==> src/rtl/mult_div_unit_pkg.sv <==
// Shared definitions for the iterative multiply/divide unit: FSM states and op encodings.
package mult_div_unit_pkg;

    typedef enum logic [1:0] {
        ST_IDLE = 2'd0,
        ST_CALC = 2'd1,
        ST_FIX  = 2'd2
    } mdu_state_e;

    localparam logic OP_MUL = 1'b0;
    localparam logic OP_DIV = 1'b1;

endpackage

==> src/rtl/mult_div_unit_cneg.sv <==
// Conditional two's-complement negator: dout = en ? -din : din.
module mdu_cneg #(
    parameter int WIDTH = 32
) (
    input  logic             en,
    input  logic [WIDTH-1:0] din,
    output logic [WIDTH-1:0] dout
);

    assign dout = en ? (~din + WIDTH'(1)) : din;

endmodule

==> src/rtl/mult_div_unit.sv <==
// Iterative radix-2 multiply/divide unit with HI/LO result registers.
// Divide path is built only when MDU_DIV_EN is defined; otherwise every op multiplies.
module mult_div_unit
    import mult_div_unit_pkg::*;
#(
    parameter int WIDTH = 32
) (
    input  logic             clk,
    input  logic             reset,
    input  logic             start,
    input  logic             op_div,
    input  logic             op_sign,
    input  logic [WIDTH-1:0] a_in,
    input  logic [WIDTH-1:0] b_in,
    input  logic             abort,
    input  logic             hi_we,
    input  logic             lo_we,
    input  logic [WIDTH-1:0] wr_data,
    output logic             busy,
    output logic             done,
    output logic [WIDTH-1:0] hi,
    output logic [WIDTH-1:0] lo
);

    localparam int CW = $clog2(WIDTH) + 1;
    localparam int AW = 2 * WIDTH + 1;
    localparam logic [CW-1:0] LAST_STEP = CW'(WIDTH);

    mdu_state_e       state_q, state_d;
    logic [CW-1:0]    count_q, count_d;
    logic [AW-1:0]    acc_q, acc_d;
    logic [WIDTH-1:0] opnd_q, opnd_d;
    logic             neg_lo_q, neg_lo_d;
    logic             busy_q, busy_d;
    logic             done_q, done_d;
    logic [WIDTH-1:0] hi_q, hi_d;
    logic [WIDTH-1:0] lo_q, lo_d;

    logic             a_neg, b_neg;
    logic [WIDTH-1:0] a_mag, b_mag;
    logic [WIDTH:0]   add_sum;
    logic [AW-1:0]    mul_next;
    logic [2*WIDTH-1:0] prod_fix;

    assign a_neg = op_sign & a_in[WIDTH-1];
    assign b_neg = op_sign & b_in[WIDTH-1];

    mdu_cneg #(.WIDTH(WIDTH)) u_mag_a (.en(a_neg), .din(a_in), .dout(a_mag));
    mdu_cneg #(.WIDTH(WIDTH)) u_mag_b (.en(b_neg), .din(b_in), .dout(b_mag));
    mdu_cneg #(.WIDTH(2*WIDTH)) u_fix_prod (
        .en(neg_lo_q), .din(acc_q[2*WIDTH-1:0]), .dout(prod_fix)
    );

    // Shift-add: acc = {carry, partial product, remaining multiplier bits}.
    assign add_sum  = acc_q[AW-1:WIDTH] + (acc_q[0] ? {1'b0, opnd_q} : '0);
    assign mul_next = {1'b0, add_sum, acc_q[WIDTH-1:1]};

`ifdef MDU_DIV_EN
    localparam logic [WIDTH-1:0] DIVZERO_QUOT = '1;

    logic             op_div_q, op_div_d;
    logic             neg_hi_q, neg_hi_d;
    logic             dz_q, dz_d;
    logic [WIDTH-1:0] a_raw_q, a_raw_d;
    logic [AW-1:0]    shifted, div_next;
    logic [WIDTH:0]   diff;
    logic             fits;
    logic [WIDTH-1:0] quot_fix, rem_fix;

    // Restoring divide: acc = {partial remainder, dividend bits / quotient bits}.
    assign shifted  = {acc_q[AW-2:0], 1'b0};
    assign diff     = shifted[AW-1:WIDTH] - {1'b0, opnd_q};
    assign fits     = shifted[AW-1:WIDTH] >= {1'b0, opnd_q};
    assign div_next = fits ? {diff, shifted[WIDTH-1:1], 1'b1} : shifted;

    mdu_cneg #(.WIDTH(WIDTH)) u_fix_quot (
        .en(neg_lo_q), .din(acc_q[WIDTH-1:0]), .dout(quot_fix)
    );
    mdu_cneg #(.WIDTH(WIDTH)) u_fix_rem (
        .en(neg_hi_q), .din(acc_q[2*WIDTH-1:WIDTH]), .dout(rem_fix)
    );
`else
    logic unused_op_div;
    assign unused_op_div = op_div;
`endif

    // NOTE: every variable gets a default first so no path can infer a latch.
    always_comb begin
        state_d  = state_q;
        count_d  = count_q;
        acc_d    = acc_q;
        opnd_d   = opnd_q;
        neg_lo_d = neg_lo_q;
        busy_d   = 1'b0;
        done_d   = 1'b0;
        hi_d     = hi_q;
        lo_d     = lo_q;
`ifdef MDU_DIV_EN
        op_div_d = op_div_q;
        neg_hi_d = neg_hi_q;
        dz_d     = dz_q;
        a_raw_d  = a_raw_q;
`endif

        case (state_q)
            ST_IDLE: begin
                if (hi_we) hi_d = wr_data;
                if (lo_we) lo_d = wr_data;
                if (start) begin
                    state_d  = ST_CALC;
                    count_d  = '0;
                    acc_d    = {{(WIDTH+1){1'b0}}, a_mag};
                    opnd_d   = b_mag;
                    neg_lo_d = a_neg ^ b_neg;
`ifdef MDU_DIV_EN
                    op_div_d = op_div;
                    neg_hi_d = (op_div == OP_DIV) ? a_neg : (a_neg ^ b_neg);
                    dz_d     = (b_in == '0);
                    a_raw_d  = a_in;
`endif
                end
            end

            ST_CALC: begin
                busy_d = 1'b1;
                if (count_q == LAST_STEP) begin
                    state_d = ST_FIX;
                end else begin
                    count_d = count_q + CW'(1);
`ifdef MDU_DIV_EN
                    acc_d = (op_div_q == OP_DIV) ? div_next : mul_next;
`else
                    acc_d = mul_next;
`endif
                end
            end

            ST_FIX: begin
                state_d = ST_IDLE;
                done_d  = 1'b1;
`ifdef MDU_DIV_EN
                if (op_div_q == OP_DIV) begin
                    if (dz_q) begin
                        lo_d = DIVZERO_QUOT;
                        hi_d = a_raw_q;
                    end else begin
                        lo_d = quot_fix;
                        hi_d = rem_fix;
                    end
                end else begin
                    {hi_d, lo_d} = prod_fix;
                end
`else
                {hi_d, lo_d} = prod_fix;
`endif
            end

            default: state_d = ST_IDLE;
        endcase

        // Abort wins over FIX completion: results and done are suppressed.
        if (abort && (state_q != ST_IDLE)) begin
            state_d = ST_IDLE;
            busy_d  = 1'b0;
            done_d  = 1'b0;
            hi_d    = hi_q;
            lo_d    = lo_q;
        end
    end

    // NOTE: sequential state uses non-blocking assignments only.
    always_ff @(posedge clk) begin
        if (reset) begin
            state_q  <= ST_IDLE;
            count_q  <= '0;
            acc_q    <= '0;
            opnd_q   <= '0;
            neg_lo_q <= 1'b0;
            busy_q   <= 1'b0;
            done_q   <= 1'b0;
            hi_q     <= '0;
            lo_q     <= '0;
`ifdef MDU_DIV_EN
            op_div_q <= OP_MUL;
            neg_hi_q <= 1'b0;
            dz_q     <= 1'b0;
            a_raw_q  <= '0;
`endif
        end else begin
            state_q  <= state_d;
            count_q  <= count_d;
            acc_q    <= acc_d;
            opnd_q   <= opnd_d;
            neg_lo_q <= neg_lo_d;
            busy_q   <= busy_d;
            done_q   <= done_d;
            hi_q     <= hi_d;
            lo_q     <= lo_d;
`ifdef MDU_DIV_EN
            op_div_q <= op_div_d;
            neg_hi_q <= neg_hi_d;
            dz_q     <= dz_d;
            a_raw_q  <= a_raw_d;
`endif
        end
    end

    assign busy = busy_q;
    assign done = done_q;
    assign hi   = hi_q;
    assign lo   = lo_q;

endmodule

==> config.mk <==
export PLATFORM = sky130hd
export DESIGN_NAME = mult_div_unit
export DESIGN_NICKNAME = d
export VERILOG_FILES = /design/src/rtl/mult_div_unit_pkg.sv /design/src/rtl/mult_div_unit_cneg.sv /design/src/rtl/mult_div_unit.sv
export SDC_FILE = /design/constraint.sdc
export NUM_CORES = 1
export LEC_CHECK = 0
export CORE_UTILIZATION = 56
export CTS_CLUSTER_DIAMETER = 100
export DETAILED_ROUTE_END_ITERATION = 6
export PLACE_DENSITY = 0.82
export SKIP_CTS_REPAIR_TIMING = 1
export SLEW_MARGIN = 20
export SYNTH_ARGS = -nofsm -noshare
export SYNTH_HDL_FRONTEND = slang
export SYNTH_HIERARCHICAL = 1
export SYNTH_SLANG_ARGS = --single-unit
==> constraint.sdc <==
create_clock -name clk -period 3.3 [get_ports clk]
set_input_delay 0.33 -clock clk [delete_from_list [all_inputs] [get_ports clk]]
set_output_delay 0.33 -clock clk [all_outputs]
set_load 0.01 [all_outputs]
==> summary.txt <==
Cells and area
  – Synthesis-to-finish area growth: 21.6%
  – Fill count: 1681
  – Fin util: 0.698
  – Number of nets in the layout: 1712
  – Commonest non-fill, non-tap cell in the layout: dfxtp_1
  – Share of cells above drive strength 1: 0.0764
  – Highest-count cells in the layout ignoring fill and taps: 170 x dfxtp_1, 167 x clkdlybuf4s50_1, 147 x nand2_1, 147 x a21oi_1, 135 x xnor2_1
  – Antenna Cells: 0

Timing
  – Tcrit/Tclk final: 0.949
  – Worst Tran Pin Value: 0.903 ns
  – Worst Setup Slack, final: 0.168 ns
  – Final setup fails: 0
  – Slew Viols, Final: 0
  – Slew HR: 0.398
  – Final hold vios: 0
  – RSZ-0062 raised after global routing: yes
  – Final worst path period need: 3.13 ns
  – Final setup skew: 0.0113 ns
  – Fmax achieved: 0.319 GHz
  – Hold_ws: 0.353 ns

Place
  – Global placer's final weighted congestion: 0.921
  – Hpwl dp: 24000 um
  – PortBufs: 168
  – Worst slack, placed: 0.157 ns

Clock tree
  – CTS clock-pin slew for the worst setup and hold paths: 0.07 ns
  – Clock root buffer: clkbuf_16
  – H-tree depth: 4
  – Clk sinks: 171
  – Cts bufs inserted: 17
  – CTS tree: built
  – CTS Buffer Depth: 2
  – Worst-skew pair later-pin latency: 0.44 ns

Route
  – Detail Route Antenna Nets: 0
  – DRC viols: 0
  – Wire per inst: 17.1 um
  – Iteration count of the initial detailed-routing pass: 7
  – Vias per cell: 5.96
  – Initial drt markers: 1035
  – Vias: 11000
  – Routed wire length: 31700 um

Critical path
  – Slowest-stage cell, CP: a2111o_1
  – Crit. Startpoint: acc_q[0]$_SDFFE_PP0P_
  – Slowest cell delay on critical path: 0.45 ns
  – Critical Path AT: 3.49 ns
  – Max FO, Critical Path: 4
  – CP Class: register to register
  – FF-to-FF Start: acc_q[0]$_SDFFE_PP0P_
  – Critical path capture point type: register
  – CP bufs+invs: 1
  – Critical path cell sequence: and2_1, ha_1, inv_1, fa_1, and2b_1, o2111ai_1, a2111o_1, nand3_1, o21ai_2, o311ai_1, a21oi_1, xor2_1, o21ai_0
  – Delay-heaviest family, CP: compound AO/OA/AOI/OAI gates
  – CP required: 3.66 ns
  – Startpoint Class: register

Floorplanning
  – Core ar.: 20300 um^2
  – DIE AREA: 21400 um^2
  – Die width: 146 um
  – IO Pins: 170
  – Die height: 146 um
  – Initial Utilization: 0.574
  – Rows: 52

Global routing
  – Pin count of the biggest net entering global routing: 65
  – GRT Util Overall: 0.299
  – Vias in the first global route: 10400
  – Grt ovf: 0
  – Initial antenna violation count: 0
  – First-pass GRT wire length: 51900 um

Synthesis
  – Average cell area after synthesis: 8.04 um^2
  – Sequential area share after synthesis: 0.294
  – Yosys top cell by area: dfxtp_1
  – Synth Net Count: 1591
  – Synth top area share: 0.294
  – Yosys reg bits: 171
  – Async set-reset flop share out of synthesis: 0
  – Post-synth EDFFs: 0
  – Cell area after synthesis: 11700 um^2
  – Yosys warns: 6
  – Leading post-synthesis cells by cell area: dfxtp_1 29%, xnor2_1 10%, a21oi_1 6.4%, a211oi_1 6.3%, nand2_1 4.8%
  – Mapped Cells: 1449
  – Netlist cell types: 76
  – Ys flop type: dfxtp_1

Hold path
  – Hold WC Path Type: input port to register
  – Worst Hold Launch: reset

Power
  – VDD IR max: 0.329 mV
  – Pleak: 5.32 nW
  – Pwr/cell area: 411 nW/um^2

Flow run
  – Max Cap Viol: 0

Run status
  – Status: finished clean
==> cell families (layout without fill, tap and decap cells) <==
family	count (synthesis)	count (layout)	share of synthesized area
AOI/OAI and AO/OA	441	441	0.254
xor gates and xnor gates	152	152	0.114
adders and majority gates	38	38	0.0414
buffers and inverters	117	251	0.0411
DFF	171	171	0.294
muxes	33	33	0.0283
and+or+nand+nor	497	497	0.227
==> path summary, 6_finish.rpt <==
path	endpoint	depth (start not counted)	slack [ns]
max	acc_q[59]$_SDFFE_PP0P_	13	0.17
min	opnd_q[26]$_SDFFE_PP0P_	2	0.35
max reg2reg	acc_q[59]$_SDFFE_PP0P_	13	0.17
min reg2reg	opnd_q[18]$_SDFFE_PP0P_	2	0.45
==> stage by stage <==
stage | total power, mW | instance area (um^2) | TNS (ns) | instances
4_1_cts | 5.82 | 14200 | 0 | 1853
3_3_place_gp | 3.73 | 13600 | 0 | 1821
2_1_floorplan | 3.21 | 11700 | 0 | 1449
3_5_place_dp | 3.76 | 13600 | 0 | 1821
5_1_grt | 6.07 | 14200 | -0.131 | 1853
6_report | 5.82 | 14200 | 0 | 1853
==> cell usage after synthesis, types with 22 or more instances <==
library cell	instances
dfxtp_1	171
a21oi_1	149
nand2_1	148
xnor2_1	135
nor2_1	126
a211oi_1	98
clkbuf_1	73
o21ai_0	71
nor2b_1	38
ha_1	37
and2_1	35
o31ai_1	34
mux2i_1	33
nand3_1	25
inv_1	22
==> worst reg2reg max path: cells and delay by family, from the launching register on <==
| kind | cells | cell delay, ns |
|---|---|---|
| adder cells (fa/ha/maj) | 2 | 0.61 |
| AND/OR/NAND/NOR | 3 | 0.58 |
| AO/OA/AOI/OAI | 6 | 1.26 |
| flip-flops | 1 | 0.38 |
| XOR/XNOR | 1 | 0.15 |
| buffers and inverters | 1 | 0.08 |
==> registers in the layout, indices dropped and copies added (netlist names) <==
register and cells:
hi 32, count_q 6, lo 32, acc_q 64
done 1, state_q 2, opnd_q 32, busy 1
neg_lo_q 1
==> power by group <==
group,internal (mW),switching [mW]
Sequential,2.22,0.169
Combinational,0.631,0.719
Clock,1.20,0.879
Total,4.06,1.77
==> per-layer routing <==
metal / track usage / vias up / share of wire
li1: - / 5484 / -
met1: 0.377 / 5100 / 0.44
met2: 0.520 / 407 / 0.48
met3: 0.0444 / 51 / 0.057
met4: 0.0990 / 0 / 0.023
met5: 0 / - / 0
==> layout make-up <==
cell class                      count  area [um^2]  area share
Tap cell                          270          338      0.0238
Multi-Input combinational cell   1161         7790       0.550
Inverter                           22         82.6     0.00583
Sequential cell                   171         3420       0.242
Clock buffer                       17          425      0.0300
Clock inverter                     15          185      0.0131
Timing Repair Buffer              197         1920       0.136
Note: power is estimated with default switching activity, not from simulation.
